==> src/rtl/vec_mem_arbiter.sv <==
// Sequences CPU vector/scalar accesses and host single-word accesses onto one
// single-ported synchronous scratchpad. Optional counters: VEC_MEM_ARB_PERF_EN.
module vec_mem_arbiter #(
  parameter int unsigned ADDR_W        = 13,
  parameter int unsigned DATA_W        = 32,
  parameter int unsigned LANES         = 16,
  parameter int unsigned HOST_MAX_WAIT = 8
) (
  input  logic                            clk,
  input  logic                            rst,
  input  logic                            cpu_req,
  input  logic                            cpu_we,
  input  logic                            cpu_vs,
  input  logic [ADDR_W-1:0]               cpu_addr,
  input  logic [LANES-1:0][DATA_W-1:0]    cpu_wdata,
  output logic [LANES-1:0][DATA_W-1:0]    cpu_rdata,
  output logic                            cpu_stall,
  output logic                            cpu_done,
  input  logic                            host_req,
  input  logic                            host_we,
  input  logic [ADDR_W-1:0]               host_addr,
  input  logic [DATA_W-1:0]               host_wdata,
  output logic                            host_gnt,
  output logic [DATA_W-1:0]               host_rdata,
  output logic                            host_rvalid,
  output logic                            mem_en,
  output logic                            mem_we,
  output logic [ADDR_W-1:0]               mem_addr,
  output logic [DATA_W-1:0]               mem_wdata,
  input  logic [DATA_W-1:0]               mem_rdata
`ifdef VEC_MEM_ARB_PERF_EN
  ,
  output logic [31:0]                     perf_stall_cyc,
  output logic [15:0]                     perf_host_gnt
`endif
);

  localparam int unsigned BEAT_W = (LANES > 1) ? $clog2(LANES) : 1;
  localparam int unsigned WAIT_W = $clog2(HOST_MAX_WAIT + 1);
  localparam logic [WAIT_W-1:0] WAIT_MAX  = WAIT_W'(HOST_MAX_WAIT);
  localparam logic [BEAT_W-1:0] LAST_LANE = BEAT_W'(LANES - 1);

  typedef enum logic [2:0] {
    IDLE,
    CPU_BEAT,
    CPU_WAIT,
    CPU_DONE,
    HOST_ACC,
    HOST_RD
  } state_t;

  state_t                         state, state_n;
  logic [BEAT_W-1:0]              beat;
  logic [BEAT_W-1:0]              lane;
  logic                           lat_we;
  logic                           lat_vs;
  logic [ADDR_W-1:0]              lat_addr;
  logic [LANES-1:0][DATA_W-1:0]   lat_wdata;
  logic                           cap_pend;
  logic                           cap_scalar;
  logic [BEAT_W-1:0]              cap_lane;
  logic [DATA_W-1:0]              host_rdata_q;
  logic [WAIT_W-1:0]              wait_cnt;
  logic                           host_win;
  logic                           cpu_win;

  // Beat k drives element k, which lives in lane LANES-1-k.
  assign lane      = LAST_LANE - beat;
  assign host_win  = host_req && (!cpu_req || (wait_cnt >= WAIT_MAX));
  assign cpu_win   = !host_win && cpu_req;
  assign cpu_stall = cpu_req && (state != CPU_DONE);
  // RAM data arrives in HOST_RD itself, so forward it while rvalid is high.
  assign host_rdata = (state == HOST_RD) ? mem_rdata : host_rdata_q;

  always_comb begin
    state_n     = state;
    mem_en      = 1'b0;
    mem_we      = 1'b0;
    mem_addr    = '0;
    mem_wdata   = '0;
    cpu_done    = 1'b0;
    host_gnt    = 1'b0;
    host_rvalid = 1'b0;
    case (state)
      IDLE: begin
        if (host_win)     state_n = HOST_ACC;
        else if (cpu_win) state_n = CPU_BEAT;
      end
      CPU_BEAT: begin
        mem_en    = 1'b1;
        mem_we    = lat_we;
        mem_addr  = lat_addr + ADDR_W'(beat);
        mem_wdata = lat_wdata[lane];
        if (beat == (lat_vs ? LAST_LANE : '0)) state_n = CPU_WAIT;
      end
      CPU_WAIT: state_n = CPU_DONE;
      CPU_DONE: begin
        cpu_done = 1'b1;
        state_n  = IDLE;
      end
      HOST_ACC: begin
        host_gnt  = 1'b1;
        mem_en    = 1'b1;
        mem_we    = host_we;
        mem_addr  = host_addr;
        mem_wdata = host_wdata;
        state_n   = host_we ? IDLE : HOST_RD;
      end
      HOST_RD: begin
        host_rvalid = 1'b1;
        state_n     = IDLE;
      end
      default: state_n = IDLE;
    endcase
  end

  always_ff @(posedge clk) begin
    if (!rst) begin
      state        <= IDLE;
      beat         <= '0;
      lat_we       <= 1'b0;
      lat_vs       <= 1'b0;
      lat_addr     <= '0;
      lat_wdata    <= '0;
      cap_pend     <= 1'b0;
      cap_scalar   <= 1'b0;
      cap_lane     <= '0;
      cpu_rdata    <= '0;
      host_rdata_q <= '0;
      wait_cnt     <= '0;
    end else begin
      state <= state_n;

      if (state == IDLE && cpu_win) begin
        lat_we    <= cpu_we;
        lat_vs    <= cpu_vs;
        lat_addr  <= cpu_addr;
        lat_wdata <= cpu_wdata;
        beat      <= '0;
      end else if (state == CPU_BEAT) begin
        beat <= beat + 1'b1;
      end

      cap_pend   <= (state == CPU_BEAT) && !lat_we;
      cap_scalar <= !lat_vs;
      cap_lane   <= lane;
      if (cap_pend) begin
        if (cap_scalar) begin
          cpu_rdata            <= '0;
          cpu_rdata[LANES-1]   <= mem_rdata;
        end else begin
          cpu_rdata[cap_lane]  <= mem_rdata;
        end
      end

      if (state == HOST_RD) host_rdata_q <= mem_rdata;

      if (state == HOST_ACC)
        wait_cnt <= '0;
      else if (host_req && (wait_cnt < WAIT_MAX))
        wait_cnt <= wait_cnt + 1'b1;
    end
  end

`ifdef VEC_MEM_ARB_PERF_EN
  always_ff @(posedge clk) begin
    if (!rst) begin
      perf_stall_cyc <= '0;
      perf_host_gnt  <= '0;
    end else begin
      if (cpu_stall) perf_stall_cyc <= perf_stall_cyc + 1'b1;
      if (host_gnt)  perf_host_gnt  <= perf_host_gnt + 1'b1;
    end
  end
`endif

endmodule

==> config.mk <==
export PLATFORM = sky130hd
export DESIGN_NAME = vec_mem_arbiter
export DESIGN_NICKNAME = d
export VERILOG_FILES = /design/src/rtl/vec_mem_arbiter.sv
export SDC_FILE = /design/constraint.sdc
export NUM_CORES = 2
export LEC_CHECK = 0
export CAP_MARGIN = 20
export CORE_AREA = 2 2 466 468
export DETAILED_ROUTE_END_ITERATION = 7
export DIE_AREA = 0 0 468 470
export GPL_TIMING_DRIVEN = 0
export PLACE_DENSITY = 0.43
export SYNTH_ARGS = -nofsm -noshare
export SYNTH_HDL_FRONTEND = slang
export SYNTH_SLANG_ARGS = --single-unit
==> constraint.sdc <==
create_clock -name clk -period 2.8 [get_ports clk]
set_input_delay 0.56 -clock clk [delete_from_list [all_inputs] [get_ports clk]]
set_output_delay 0.56 -clock clk [all_outputs]
set_load 0.03 [all_outputs]
==> run_results.csv <==
group,metric,value,unit
placement,dp_hpwl,218000,um
synthesis,synth_mux_area_share,7.97,%
power_and_ir_drop,p_per_area,635,nW/um^2
synthesis,synthesis.area,45000,um^2
sta,drv_slew,0,
power_and_ir_drop,p_leak,23.5,nW
worst_setup_path,crit_type,"flip-flop to output port",
synthesis,ys_seq_elements,1088,
sta,clock_skew,0.0359,ns
worst_setup_path,cp_slowest_cell,"mux4_2",
clock_tree,hold_buffers,0,
clock_tree,clk_pin_slew_worst_paths,0.06,ns
worst_setup_path,critPathRequiredTime,2.24,ns
worst_setup_path,worstPathBufferInverterCount,4,
grt,grt_max_degree,17,
clock_tree,cts_buffer_depth,3,
floorplanning,num_rows,171,
layout,drive_above_1_share,15.6,%
worst_setup_path,cp_cell_sequence,"buf_12 -> buf_12 -> buf_12 -> mux4_2 -> a22oi_2 -> o211ai_1 -> buf_4",
drt,drt_pass1_iterations,6,
floorplanning,die_h,470,um
synthesis,synth_edf_count,0,
layout,syn_to_final_growth,50.3,%
floorplanning,core_area,216000,um^2
synthesis,synth_seq_area_share,48.4,%
drt,wl,271000,um
synthesis,async_flop_share,0,%
drt,drcViolationCount,0,
sta,worst_pin_slew,1.19,ns
synthesis,synth_top_family_by_area,"compound AO/OA/AOI/OAI gates",
worst_setup_path,worstSetupStartpointType,"flip-flop",
sta,timing.setup.tns,-45.11,ns
synthesis,synthAdderAreaFrac,0.239,%
grt,grt_pass1_wl,359000,um
worst_setup_path,timing.critical_path.mode_cell,"buf_12",
synthesis,synth_commonest_cells,"nand2_1 (1174), dfxtp_1 (1088), a22oi_1 (512)",
placement,post-place-cells,8793,
drt,routed_via_density,4.59,
drt,routedWlPerCell,29.6,um
worst_setup_path,cp_data_arrival_time,3.41,ns
synthesis,synth.avg_cell_area,9.52,um^2
placement,port_buffers,1202,
synthesis,synth_cells,4730,
sta,fin_crit_sh,142,%
floorplanning,dieArea,220000,um^2
min_path,worstHoldPathType,"input pin to flip-flop",
drt,drt_iter0_markers,2992,
clock_tree,cts_num_sinks,1088,
grt,track_usage,23.7,%
synthesis,yosys.area.top_type,"dfxtp_1",
outcome,status,"complete, but fails checks",
clock_tree,cts_tree,"yes",
floorplanning,ios,1204,
sta,fmax,252,MHz
sta,setup_viol,78,
synthesis,synth_most_common_cell,"nand2_1",
clock_tree,numCtsBuffers,135,
outcome,failed_checks,"setup timing",
synthesis,synthSimpleGateAreaFrac,18.7,%
worst_setup_path,cp-end-kind,"output port",
grt,grt_overflow,0,
grt,grt_pass1_vias,41500,
drt,drtAntennaViolNets,0,
power_and_ir_drop,ir_worst_vdd,0.437,mV
run,drv_cap,0,
sta,rsz0062_at_grt,"yes",
synthesis,synth_compound_area_share,19.2,%
drt,vias,42000,
clock_tree,clk-insertion-delay-late,0.83,ns
power_and_ir_drop,power,43.0,mW
synthesis,yosysWarnings,0,
clock_tree,clockRootBuffer,"clkbuf_16",
layout,final_nets,6807,
synthesis,synth.top_cells.by_area,"dfxtp_1 (48%), nand2_1 (9.8%), a22oi_1 (8.5%), a21boi_0 (7.4%), nor2b_1 (6.8%)",
sta,slew_headroom,20.6,%
worst_setup_path,cpPeakStageDelay,0.59,ns
sta,finalHoldViolCount,0,
synthesis,synthFlopType,"dfxtp_1",
layout,final_core_util,31.4,%
layout,fin_cells,9163,
worst_setup_path,crit_family,"compound AO/OA/AOI/OAI gates",
synthesis,synth_fp_nets,5347,
sta,min_period,3.97,ns
worst_setup_path,path_max_fanout,4,
placement,gp_congestion,0.875,
synthesis,netlist.area_leader.share,48.4,%
floorplanning,dieWidth,468,um
grt,antenna_found_initial,51,
clock_tree,htreeDepth,4,
synthesis,synthXorXnorAreaFrac,0.195,%
synthesis,synth.distinct_cells,57,
floorplanning,initial_utilization,20.9,%
sta,fin_ws,-1.17,ns
==> tightest hold or removal path: stages <==
cell and delay (ns):
clkdlybuf4s50_1 0.39, nand2_1 0.05, a21boi_0 0.06
==> cells in the final DEF (no fill, tap or decap), drive strengths merged, types with 34 or more instances in the layout <==
master and n:
buf 501, clkdlybuf4s50 1117, a21boi 560, mux2 34, nand2 1174, mux4 128, clkbuf 366, a22oi 512
nor2b 487, and2 67, dfxtp 1088
==> final cells by class <==
cell class | count | area [um^2]
Clock inverter | 40 | 537
Sequential cell | 1088 | 21800
Clock buffer | 194 | 3850
Tap cell | 2854 | 3570
Multi-Input combinational cell | 3157 | 21500
Fill cell | 22600 | 148000
Antenna cell | 22 | 55.1
Buffer | 470 | 2830
Timing Repair Buffer | 1326 | 13500
Inverter | 12 | 51.3
==> metal layers <==
layer / up-vias / GRT usage (%) / wire length (um)
met5: - / 0 / 159
met4: 26 / 9.22 / 11100
met3: 349 / 5.21 / 16900
met2: 1562 / 43.2 / 139000
met1: 20900 / 26.6 / 105000
li1: 19200 / - / -
==> cells by family (layout without fill, tap and decap cells) <==
group | count (synthesis) | in the layout
flops | 1088 | 1088
mux | 194 | 194
other cells | 0 | 22
buf+inv | 485 | 2042
xor+xnor | 10 | 10
fa+ha+maj | 8 | 8
simple gates | 1789 | 1789
compound gates | 1156 | 1156
==> through the flow <==
| step | hold slack, ns | area (um^2) | setup WS [ns] |
|---|---|---|---|
| floorplan | 0.420 | 45000 | 0.0367 |
| global placement | 0.438 | 60600 | -2.66 |
| detailed placement | 0.443 | 60700 | -2.02 |
| CTS | 0.225 | 66700 | -1.25 |
| global route | 0.270 | 67600 | -1.16 |
| finish | 0.299 | 67600 | -1.17 |
==> worst paths after layout <==
| path | depth (start not counted) | end | from | slack [ns] |
|---|---|---|---|---|
| worst min-delay path | 3 | lat_wdata[396] | cpu_wdata[396] | 0.30 |
| worst min register to register | 2 | lat_wdata[62] | lat_wdata[62] | 0.45 |
| worst max-delay path | 7 | mem_wdata[26] | beat[0] | -1.17 |
| worst max register to register | 7 | lat_wdata[320] | state[0] | 0.18 |
==> where the power goes <==
| part | switching [mW] | leakage [nW] | total (mW) | internal (mW) |
|---|---|---|---|---|
| logic | 4.91 | 12.5 | 8.24 | 3.34 |
| clock network | 7.34 | 2.16 | 17.8 | 10.5 |
| registers | 0.517 | 8.84 | 16.9 | 16.4 |
==> state kept, by name (all words and copies together) (netlist names), 3 cells and up <==
signal and flops:
beat 4, cap_lane 4, cpu_rdata 512, host_rdata_q 32, lat_addr 13, lat_wdata 512, state 3, wait_cnt 4
==> timing repair <==
item	in CTS	in global routing
resized for setup	758	134
endpoints found under the setup margin	159	105
pin swaps	41	38
setup buffers	62	56
gates cloned	2	1
(Power assumes the default switching activity.)
